## src/rtl/pwm_sine_gen_if.sv

```systemverilog
// Signal bundle for pwm_sine_gen: run/sync controls and frequency/phase words in,
// per-channel PWM waveforms, period strobe and active duty values out.
interface pwm_sine_gen_if #(
    parameter int CH         = 4,
    parameter int PWM_BITS   = 8,
    parameter int LUT_LOG2   = 6,
    parameter int PHASE_BITS = 16
);
    localparam int IDX = LUT_LOG2 + 2;

    logic                     enable;
    logic                     sync;
    logic [PHASE_BITS-1:0]    phase_step;
    logic [CH*IDX-1:0]        ch_offset;
    logic [CH-1:0]            pwm_out;
    logic                     period_tick;
    logic [CH*PWM_BITS-1:0]   duty;

    modport master (
        output enable, sync, phase_step, ch_offset,
        input  pwm_out, period_tick, duty
    );

    modport slave (
        input  enable, sync, phase_step, ch_offset,
        output pwm_out, period_tick, duty
    );
endinterface

```

## src/rtl/pwm_sine_gen.sv

```systemverilog
// Multi-channel sine-modulated PWM: a shared phase accumulator indexes a quarter-wave
// LUT per channel; duties swap in only at period boundaries so every period is glitch-free.
module pwm_sine_gen #(
    parameter int CH         = 4,
    parameter int PWM_BITS   = 8,
    parameter int LUT_LOG2   = 6,
    parameter int PHASE_BITS = 16
) (
    input logic           clk,
    input logic           rst_n,
    pwm_sine_gen_if.slave bus
);
    localparam int IDX = LUT_LOG2 + 2;
    localparam int N   = 1 << LUT_LOG2;
    localparam logic [PWM_BITS-1:0] CNT_MAX = '1;
    localparam logic [PWM_BITS-1:0] MID     = {1'b1, {(PWM_BITS-1){1'b0}}};

    // Elaboration-time sine via a Taylor series on [0, pi/2]; only constants reach hardware.
    function automatic logic [PWM_BITS-1:0] lut_entry(input int i);
        real x, term, s, amp;
        x    = 3.14159265358979323846 * (real'(i) + 0.5) / real'(2 * N);
        term = x;
        s    = x;
        for (int k = 1; k < 10; k++) begin
            term = -term * x * x / real'((2 * k) * (2 * k + 1));
            s    = s + term;
        end
        amp = real'((1 << (PWM_BITS - 1)) - 1) * s;
        return PWM_BITS'($rtoi(amp + 0.5));
    endfunction

    logic [PWM_BITS-1:0]   lut [N];

    logic [PWM_BITS-1:0]   cnt_q, cnt_d;
    logic [PHASE_BITS-1:0] acc_q, acc_d;
    logic [PHASE_BITS-1:0] step_q;
    logic [PWM_BITS-1:0]   duty_q  [CH];
    logic [PWM_BITS-1:0]   duty_d  [CH];
    logic [PWM_BITS-1:0]   nduty_q [CH];
    logic [PWM_BITS-1:0]   nduty_d [CH];
    logic [CH-1:0]         pwm_q, pwm_d;
    logic                  tick_q, tick_d;
    logic                  en_q;
    logic                  run;
    logic                  boundary;

    for (genvar gi = 0; gi < N; gi++) begin : g_lut
        localparam logic [PWM_BITS-1:0] ENTRY = lut_entry(gi);
        assign lut[gi] = ENTRY;
    end

    // Quadrant bit 0 mirrors the LUT address, bit 1 flips the sign around mid-scale.
    for (genvar gc = 0; gc < CH; gc++) begin : g_ch
        logic [IDX-1:0]      idx;
        logic [LUT_LOG2-1:0] addr;
        logic [PWM_BITS-1:0] amp;

        assign idx  = acc_q[PHASE_BITS-1 -: IDX] + bus.ch_offset[gc*IDX +: IDX];
        assign addr = idx[IDX-2] ? ~idx[LUT_LOG2-1:0] : idx[LUT_LOG2-1:0];
        assign amp  = lut[addr];
        assign nduty_d[gc] = idx[IDX-1] ? (MID - amp) : (MID + amp);
        assign bus.duty[gc*PWM_BITS +: PWM_BITS] = duty_q[gc];
    end

    always_comb begin
        // NOTE: every signal written here gets a default first, so no path can infer a latch.
        run      = bus.enable && en_q;
        boundary = bus.enable && tick_q && !bus.sync;
        cnt_d    = '0;
        acc_d    = acc_q;
        pwm_d    = '0;
        tick_d   = 1'b0;
        for (int c = 0; c < CH; c++) begin
            duty_d[c] = duty_q[c];
        end

        if (bus.enable && bus.sync) begin
            acc_d = '0;
            for (int c = 0; c < CH; c++) begin
                duty_d[c] = '0;
            end
        end else if (boundary) begin
            acc_d = acc_q + step_q;
            for (int c = 0; c < CH; c++) begin
                duty_d[c] = nduty_q[c];
            end
        end

        // The first enabled edge parks the counter at 0 so a resumed period starts from cnt=0.
        if (run && !bus.sync) begin
            cnt_d = cnt_q + PWM_BITS'(1);
        end
        tick_d = run && !bus.sync && (cnt_d == CNT_MAX);

        for (int c = 0; c < CH; c++) begin
            pwm_d[c] = bus.enable && (cnt_d < duty_d[c]);
        end
    end

    always_ff @(posedge clk or negedge rst_n) begin
        if (!rst_n) begin
            cnt_q  <= '0;
            acc_q  <= '0;
            step_q <= '0;
            pwm_q  <= '0;
            tick_q <= 1'b0;
            en_q   <= 1'b0;
            // NOTE: the per-channel duty arrays are plain flops, not RAM, so they take the async reset too.
            for (int c = 0; c < CH; c++) begin
                duty_q[c]  <= '0;
                nduty_q[c] <= '0;
            end
        end else begin
            // NOTE: non-blocking updates make every register sample the pre-edge values of the others.
            cnt_q  <= cnt_d;
            acc_q  <= acc_d;
            step_q <= bus.phase_step;
            pwm_q  <= pwm_d;
            tick_q <= tick_d;
            en_q   <= bus.enable;
            for (int c = 0; c < CH; c++) begin
                duty_q[c]  <= duty_d[c];
                nduty_q[c] <= nduty_d[c];
            end
        end
    end

    assign bus.pwm_out     = pwm_q;
    assign bus.period_tick = tick_q;
endmodule
```

## src/flat_wrapper.sv

```systemverilog
// flat-port wrapper written by rule: the top's interface ports become plain ports
module pwm_sine_gen_flat 
#(
    parameter int CH         = 4,
    parameter int PWM_BITS   = 8,
    parameter int LUT_LOG2   = 6,
    parameter int PHASE_BITS = 16
)
  (clk, rst_n, bus_enable, bus_sync, bus_phase_step, bus_ch_offset, bus_pwm_out, bus_period_tick, bus_duty);
  pwm_sine_gen_if #(.CH(CH), .PWM_BITS(PWM_BITS), .LUT_LOG2(LUT_LOG2), .PHASE_BITS(PHASE_BITS)) bus_i ();
  input logic clk;
  input logic rst_n;
  input wire logic [$bits(bus_i.enable)-1:0] bus_enable;
  input wire logic [$bits(bus_i.sync)-1:0] bus_sync;
  input wire logic [$bits(bus_i.phase_step)-1:0] bus_phase_step;
  input wire logic [$bits(bus_i.ch_offset)-1:0] bus_ch_offset;
  output wire logic [$bits(bus_i.pwm_out)-1:0] bus_pwm_out;
  output wire logic [$bits(bus_i.period_tick)-1:0] bus_period_tick;
  output wire logic [$bits(bus_i.duty)-1:0] bus_duty;
  assign bus_i.enable = bus_enable;
  assign bus_i.sync = bus_sync;
  assign bus_i.phase_step = bus_phase_step;
  assign bus_i.ch_offset = bus_ch_offset;
  assign bus_pwm_out = bus_i.pwm_out;
  assign bus_period_tick = bus_i.period_tick;
  assign bus_duty = bus_i.duty;
  pwm_sine_gen #(.CH(CH), .PWM_BITS(PWM_BITS), .LUT_LOG2(LUT_LOG2), .PHASE_BITS(PHASE_BITS)) u_core (.clk(clk), .rst_n(rst_n), .bus(bus_i));
endmodule
```

## config.mk

```make
export PLATFORM = sky130hd
export DESIGN_NAME = pwm_sine_gen_flat
export DESIGN_NICKNAME = d
export VERILOG_FILES = /design/src/rtl/pwm_sine_gen_if.sv /design/src/rtl/pwm_sine_gen.sv /design/src/flat_wrapper.sv
export SDC_FILE = /design/constraint.sdc
export NUM_CORES = 1
export LEC_CHECK = 0
export ABC_CLOCK_PERIOD_IN_PS = 4250
export CAP_MARGIN = 20
export CORE_ASPECT_RATIO = 0.8
export CORE_MARGIN = 2
export CORE_UTILIZATION = 55
export DETAILED_ROUTE_END_ITERATION = 8
export PLACE_DENSITY = 0.79
export SETUP_SLACK_MARGIN = 0.15
export SYNTH_ARGS = -nofsm -noshare
export SYNTH_HDL_FRONTEND = slang
export SYNTH_SLANG_ARGS = --single-unit
```

## constraint.sdc

```tcl
create_clock -name clk -period 4.25 [get_ports clk]
set_input_delay 0.85 -clock clk [delete_from_list [all_inputs] [get_ports clk]]
set_output_delay 0.85 -clock clk [all_outputs]
set_load 0.005 [all_outputs]
```

==> reports/qor.csv, run 1 <==
stage,metric,value,unit
power,seq_power_share,0.315,
placed_design,post-place-ws,-0.8665,ns
power,p_leak,7.792,nW
layout,nets,1940,
floorplanning,die_h,134.4,um
logic_synthesis,synthTopCellsByArea,"dfrtp_1, ha_1, a21oi_1",
layout,layout_common_cells,"buf_4, a21oi_1, nor2_1",
logic_synthesis,synth-seq-cells,110,
detailed_routing,vias,12576,
clocking,clockRootBuffer,clkbuf_16,
layout,final_common_cell,buf_4,
layout,n_fill_cell,1303,
sta,slew_headroom,0.3977,
clocking,clock_latency,0.36,ns
logic_synthesis,yosys.area.top_type_share,0.2355,
critical_path,cp.required,4.52,ns
power,power.internal,2.381,mW
layout,postLayoutCellArea,16680,um^2
logic_synthesis,synth-edff-count,0,
logic_synthesis,synth_cell_types,112,
critical_path,setup.worst_path.end_class,register,
min_path,hold_class,register to register,
logic_synthesis,syn_inst,1375,
status,status,completed,
floorplanning,rows,47,
detailed_routing,drt-pass1-iter-count,6,
critical_path,slowest_delay,0.47,ns
power,netSwitchingPower,1.307,mW
sta,layout_setup_ws,0.04248,ns
detailed_routing,ant_nets,0,
logic_synthesis,syn-mean-instance-area,8.500,um^2
clocking,htree_levels,3,
sta,clock.fmax,237.7,MHz
grt,grt_start_max_net_pins,75,
power,vdd_drop_max,0.1818,mV
critical_path,cp_slowest_cell,or4_1,
clocking,clk_path_buf_depth,2,
grt,grt_usage,0.3351,
critical_path,start_kind,input port,
power,p_comb_frac,0.461,
grt,grt_first_pass_wirelength,61520,um
detailed_routing,via_per_inst,6.162,
logic_synthesis,synth_flop_cell,dfrtp_1,
detailed_routing,drt-initial-drc-count,1422,
detailed_routing,drc,0,
critical_path,crit_arrival,4.48,ns
clocking,cts_tree,built,
clocking,clk_pin_slew,0.08,ns
placed_design,place_area,15430,um^2
sta,finalHoldViolCount,0,
grt,gr-total-overflow,0,
logic_synthesis,syn-num-nets,1548,
power,clockPowerShare,0.224,
detailed_routing,routedWlPerCell,18.89,um
grt,grt_pass1_vias,12226,
placed_design,gp_congestion,0.9252,
logic_synthesis,yosysSeqAreaShare,0.2355,
logic_synthesis,syn_area,11690,um^2
floorplanning,start_util,0.5630,
critical_path,crit_type,input port to register,
placed_design,io_buffers,88,
sta,hold_ws,0.5297,ns
sta,timing.final.max_slew_violations,0,
layout,num_antenna_cells,0,
power,p_sw_frac,0.3543,
clocking,ctsHoldBuffers,0,
critical_path,crit_path_max_fanout,4,
run,drv_cap,0,
sta,clock-skew-final,0.009078,ns
sta,setup_viol_count_final,0,
floorplanning,coreArea,20760,um^2
logic_synthesis,synth_top_area_cell,dfrtp_1,
clocking,cts_sinks,110,
floorplanning,die_area,22440,um^2
detailed_routing,wl,38550,um
critical_path,cpMostUsedCell,ha_4,
grt,antenna_found_initial,0,
logic_synthesis,synthArstFlopShare,1.000,
critical_path,path_cells,buf_6 > ha_4 > inv_2 > fa_2 > and2b_2 > o2111a_1 > a211o_4 > xnor2_4 > buf_6 > ha_4 > or4_1 > mux2i_1 > a311oi_1 > o31ai_1 > nand4b_4 > ha_4 > nand2_4 > o41ai_4 > xnor2_1,
floorplanning,die_width,167.0,um
floorplanning,io_pins,89,
clocking,cts-buffers-inserted,9,
layout,drive_gt1_frac,0.3296,
sta,period_share,0.9900,
sta,rsz0062_at_grt,true,
power,p_per_area,221.1,nW/um^2
layout,area_growth,42.73,%
sta,final.min_clock_period,4.208,ns
placed_design,dp_hpwl,28730,um
logic_synthesis,yosys_warnings,0,
sta,worstMarginPinSlew,0.9035,ns
## power groups by stage
stage	Sequential (mW)	Combinational [mW]	Clock, mW
after global routing	1.17	1.83	0.883
after detailed placement	1.18	1.47	0
final	1.16	1.70	0.827
after floorplan	1.17	0.882	0
after global placement	1.18	1.43	0
after CTS	1.16	1.55	0.830
## synth_stat cells (22+ instances only)
cell / instances
o21ai_0: 64
nand2_1: 75
xnor2_1: 59
nor3_1: 38
ha_1: 116
a21oi_1: 122
nand3_1: 36
mux2i_1: 23
nand2b_1: 22
inv_1: 78
clkbuf_1: 28
a21o_1: 28
nor2_1: 118
nor2b_1: 35
dfrtp_1: 110
## worst paths after layout
| check | startpoint | endpoint | slack (ns) | depth (start not counted) |
|---|---|---|---|---|
| min in group asynchronous | rst_n | u_core.step_q[12]$_DFF_PN0_ | 0.61 | 1 |
| worst min-delay path | u_core.acc_q[3]$_DFFE_PN0P_ | u_core.acc_q[3]$_DFFE_PN0P_ | 0.53 | 1 |
| worst min register to register | u_core.acc_q[3]$_DFFE_PN0P_ | u_core.acc_q[3]$_DFFE_PN0P_ | 0.53 | 1 |
| worst max register to register | u_core.acc_q[8]$_DFFE_PN0P_ | u_core.nduty_q[30]$_DFF_PN0_ | 0.14 | 18 |
| worst max-delay path | bus_ch_offset[0] | u_core.nduty_q[30]$_DFF_PN0_ | 0.04 | 19 |
| max in group asynchronous | rst_n | u_core.bus.duty[24]$_DFF_PN0_ | 2.81 | 2 |
## layout make-up
class | count | area, um^2 | share of cell area
clock inverters | 7 | 65.06 | 0.003900
flip-flops and latches | 110 | 2754 | 0.1651
well taps | 269 | 336.6 | 0.02018
clock buffers | 9 | 225.2 | 0.01350
multi-input cells | 1122 | 9399 | 0.5635
inverters | 85 | 324.1 | 0.01943
repair buffers | 439 | 3577 | 0.2144
## critical path: cells and delay by family
kind / cells / cell delay (ns)
AO/OA/AOI/OAI: 5 / 1.20
XOR/XNOR: 2 / 0.33
adder cells (fa/ha/maj): 4 / 0.67
buffers and inverters: 3 / 0.27
multiplexers: 1 / 0.20
AND/OR/NAND/NOR: 4 / 0.97
## what timing repair did
action	in CTS	in global routing
setup buffers	24	15
gates resized for setup	80	84
cloned	0	0
pin swaps	61	80
endpoints found under the setup margin	29	26
## sequential cells by signal (all words and copies together), names as in the netlist
signal                  cells
u_core.nduty_q             32
u_core.cnt_q                8
u_core.bus.period_tick      1
u_core.bus.pwm_out          4
u_core.bus.duty            32
u_core.acc_q               16
u_core.en_q                 1
u_core.step_q              16
## per-layer routing
layer	part of all wire	track usage
met4	0.027	0.09243
met5	0	0
met2	0.46	0.5423
met1	0.44	0.4630
met3	0.076	0.06138
## kinds of logic (layout without fill, tap and decap cells)
family,after synthesis,in the layout,share of synthesized area
multiplexers,33,33,0.03030
adder cells (fa/ha/maj),122,122,0.1336
AO/OA/AOI/OAI,472,472,0.2900
XOR/XNOR,95,95,0.08532
buffers and inverters,143,540,0.05246
AND/OR/NAND/NOR,400,400,0.1728
flip-flops,110,110,0.2355
## per-stage QoR
| stage | instances | utilization | setup TNS, ns | total power, mW |
|---|---|---|---|---|
| finish | 2041 | 0.8036 | 0 | 3.688 |
| global route | 2041 | 0.8036 | -0.3626 | 3.880 |
| CTS | 2026 | 0.7785 | 0 | 3.546 |
| detailed placement | 1986 | 0.7433 | -13.74 | 2.654 |
| global placement | 1986 | 0.7433 | -11.10 | 2.612 |
| floorplan | 1375 | - | -1.082 | 2.052 |
Power figures use the tool's default switching activity.
==> inputs of run 2 (changes only) <==
--- a/config.mk
+++ b/config.mk
@@ -8,7 +8,6 @@
 export ABC_CLOCK_PERIOD_IN_PS = 4250
 export CAP_MARGIN = 20
 export CORE_ASPECT_RATIO = 0.8
-export CORE_MARGIN = 2
 export CORE_UTILIZATION = 55
 export DETAILED_ROUTE_END_ITERATION = 8
 export PLACE_DENSITY = 0.79
==> run 2 against run 1 <==
Utilization fell by 0.79 points. Clock power rose by 12%. Total power rose by 1.2%. Critical path depth fell by 1. Clock skew fell by 0.0010 ns. Critical endpoint is now u_core.nduty_q[27]$_DFF_PN0_. Largest cell class unchanged. Largest power group unchanged.
==> reports/qor.csv, run 2 (same netlist as run 1, synthesis figures left out) <==
stage,metric,value,unit
layout,n_fill_cell,1360,
critical_path,crit_path_max_fanout,4,
clocking,cts_tree,built,
run,drv_cap,0,
layout,layout_common_cells,"buf_4, a21oi_1, nor2_1",
sta,finalSetupTns,0,ns
placed_design,place_area,15480,um^2
grt,gr-total-overflow,0,
floorplanning,start_util,0.5630,
critical_path,reg2reg_depth,18,
critical_path,crit_type,input port to register,
sta,clock.fmax,237.3,MHz
status,status,completed,
layout,final_common_cell,buf_4,
detailed_routing,dr_wl_met3,2843,um
sta,hold_ws,0.5183,ns
detailed_routing,via_per_inst,6.125,
clocking,clk_pin_slew,0.08,ns
sta,timing.final.max_slew_violations,0,
min_path,hold_class,register to register,
detailed_routing,drt-initial-drc-count,1236,
clocking,clockRootBuffer,clkbuf_16,
placed_design,gp_congestion,0.9685,
detailed_routing,wl,38000,um
layout,area_growth,41.32,%
clocking,clk_path_buf_depth,2,
detailed_routing,routed.top_layer,met4,
clocking,htree_levels,3,
clocking,clock_latency,0.35,ns
floorplanning,rows,47,
critical_path,crit_start,bus_ch_offset[0],
sta,rsz0062_at_grt,true,
sta,finalHoldViolCount,0,
floorplanning,die_width,165.0,um
floorplanning,io_pins,89,
sta,setup_viol_count_final,0,
sta,period_share,0.9915,
critical_path,reg2reg_to,u_core.nduty_q[14]$_DFF_PN0_,
critical_path,setup.worst_path.end_class,register,
floorplanning,die_area,21840,um^2
power,p_leak,7.701,nW
critical_path,endpoint,u_core.nduty_q[27]$_DFF_PN0_,
clocking,cts_sinks,110,
detailed_routing,route.met2.wl,17650,um
detailed_routing,drc,0,
placed_design,dp_hpwl,28400,um
layout,drive_gt1_frac,0.3190,
critical_path,worst-r2r-setup-slack,0.11,ns
grt,grt_start_max_net_pins,74,
critical_path,start_kind,input port,
grt,grt_usage,0.3437,
detailed_routing,drt-pass1-iter-count,5,
floorplanning,die_h,132.4,um
power,p_per_area,225.9,nW/um^2
layout,postLayoutCellArea,16520,um^2
sta,worstMarginPinSlew,0.9170,ns
critical_path,cp.required,4.49,ns
clocking,cts-buffers-inserted,9,
detailed_routing,vias,12440,
placed_design,dp.cells,1994,
sta,slew_headroom,0.3887,
critical_path,crit_arrival,4.46,ns
floorplanning,coreArea,20760,um^2
layout,stdcell_count,2031,
grt,antenna_found_initial,0,
layout,seq_area,2754,um^2
layout,num_antenna_cells,0,
grt,grt_first_pass_wirelength,60080,um
min_path,worstHoldStart,u_core.acc_q[5]$_DFFE_PN0P_,
sta,clock-skew-final,0.008070,ns
grt,grt_pass1_vias,12080,
layout,nets,1930,
detailed_routing,ant_nets,0,
detailed_routing,wl_met1,16520,um
layout,multi_input_area,9294,um^2
placed_design,io_buffers,88,
sta,final.min_clock_period,4.214,ns
critical_path,r2r-start,u_core.acc_q[11]$_DFFE_PN0P_,
detailed_routing,routedWlPerCell,18.71,um
power,vdd_drop_max,0.1942,mV
run 2: cell count changes in the layout (fill, tap and decap cells not counted), moves of 3 or more:
cell | previous run | this run
buf_4 | 342 | 334
o31ai_2 | 4 | 1
a211oi_1 | 15 | 18
o21ai_2 | 2 | 5
clkdlybuf4s50_1 | 63 | 66
dlymetal6s2s_1 | 9 | 5
run 2: what timing repair did:
item	4_1_cts	5_1_grt
pin swaps	80	40
buffers inserted	18	3
hold buffers	0	0
endpoints found under the setup margin	27	23
endpoints found under the hold margin	0	0
resized for setup	87	48
run 2: critical path, stage by stage:
cell      delay (ns)
buf_6           0.10
ha_4            0.15
inv_2           0.05
fa_2            0.18
and2b_2         0.24
o2111a_1        0.27
a211o_4         0.39
xnor2_4         0.22
inv_2           0.09
ha_4            0.16
or4_4           0.49
mux2i_4         0.17
a311oi_2        0.06
o31ai_1         0.26
nand4b_4        0.22
o211ai_4        0.10
xor2_1          0.17
mux2_4          0.29
run 2: how the worst min path moves through the flow:
stage | slack, ns | end | cells past startpoint
3_3_place_gp | 0.49 | u_core.acc_q[0]$_DFFE_PN0P_ | 1
3_5_place_dp | 0.50 | u_core.acc_q[3]$_DFFE_PN0P_ | 1
5_1_grt | 0.53 | u_core.acc_q[5]$_DFFE_PN0P_ | 1
2_1_floorplan | 0.47 | u_core.bus.duty[0]$_DFF_PN0_ | 1
4_1_cts | 0.52 | u_core.acc_q[5]$_DFFE_PN0P_ | 1
6_report | 0.52 | u_core.acc_q[5]$_DFFE_PN0P_ | 1
run 2: per-layer routing:
metal	global-route usage	up-vias
met5	0	-
met4	0.09480	0
met3	0.06040	93
met2	0.5479	563
met1	0.4761	5944
li1	-	5840
run 2: area by class of cell:
| cell class | count | area share |
|---|---|---|
| clock buffer | 9 | 0.01364 |
| sequential | 110 | 0.1667 |
| multi-input combinational | 1122 | 0.5627 |
| clock inverter | 7 | 0.006287 |
| tap | 269 | 0.02038 |
| inverter | 85 | 0.01947 |
| timing repair buffer | 429 | 0.2108 |
run 2: where the power goes:
| group | total [mW] | internal [mW] | switching [mW] |
|---|---|---|---|
| Clock | 0.928 | 0.525 | 0.403 |
| Combinational | 1.64 | 0.803 | 0.833 |
| Sequential | 1.17 | 1.13 | 0.0355 |
run 2: metrics by stage:
stage               setup slack [ns]  total power, mW  utilization
floorplan                    -0.2320            2.052            -
global placement             -0.6994            2.619       0.7456
detailed placement           -0.8294            2.652       0.7456
CTS                          0.04421            3.660       0.7836
global route                -0.04641            3.912       0.7957
finish                       0.03623            3.731       0.7957
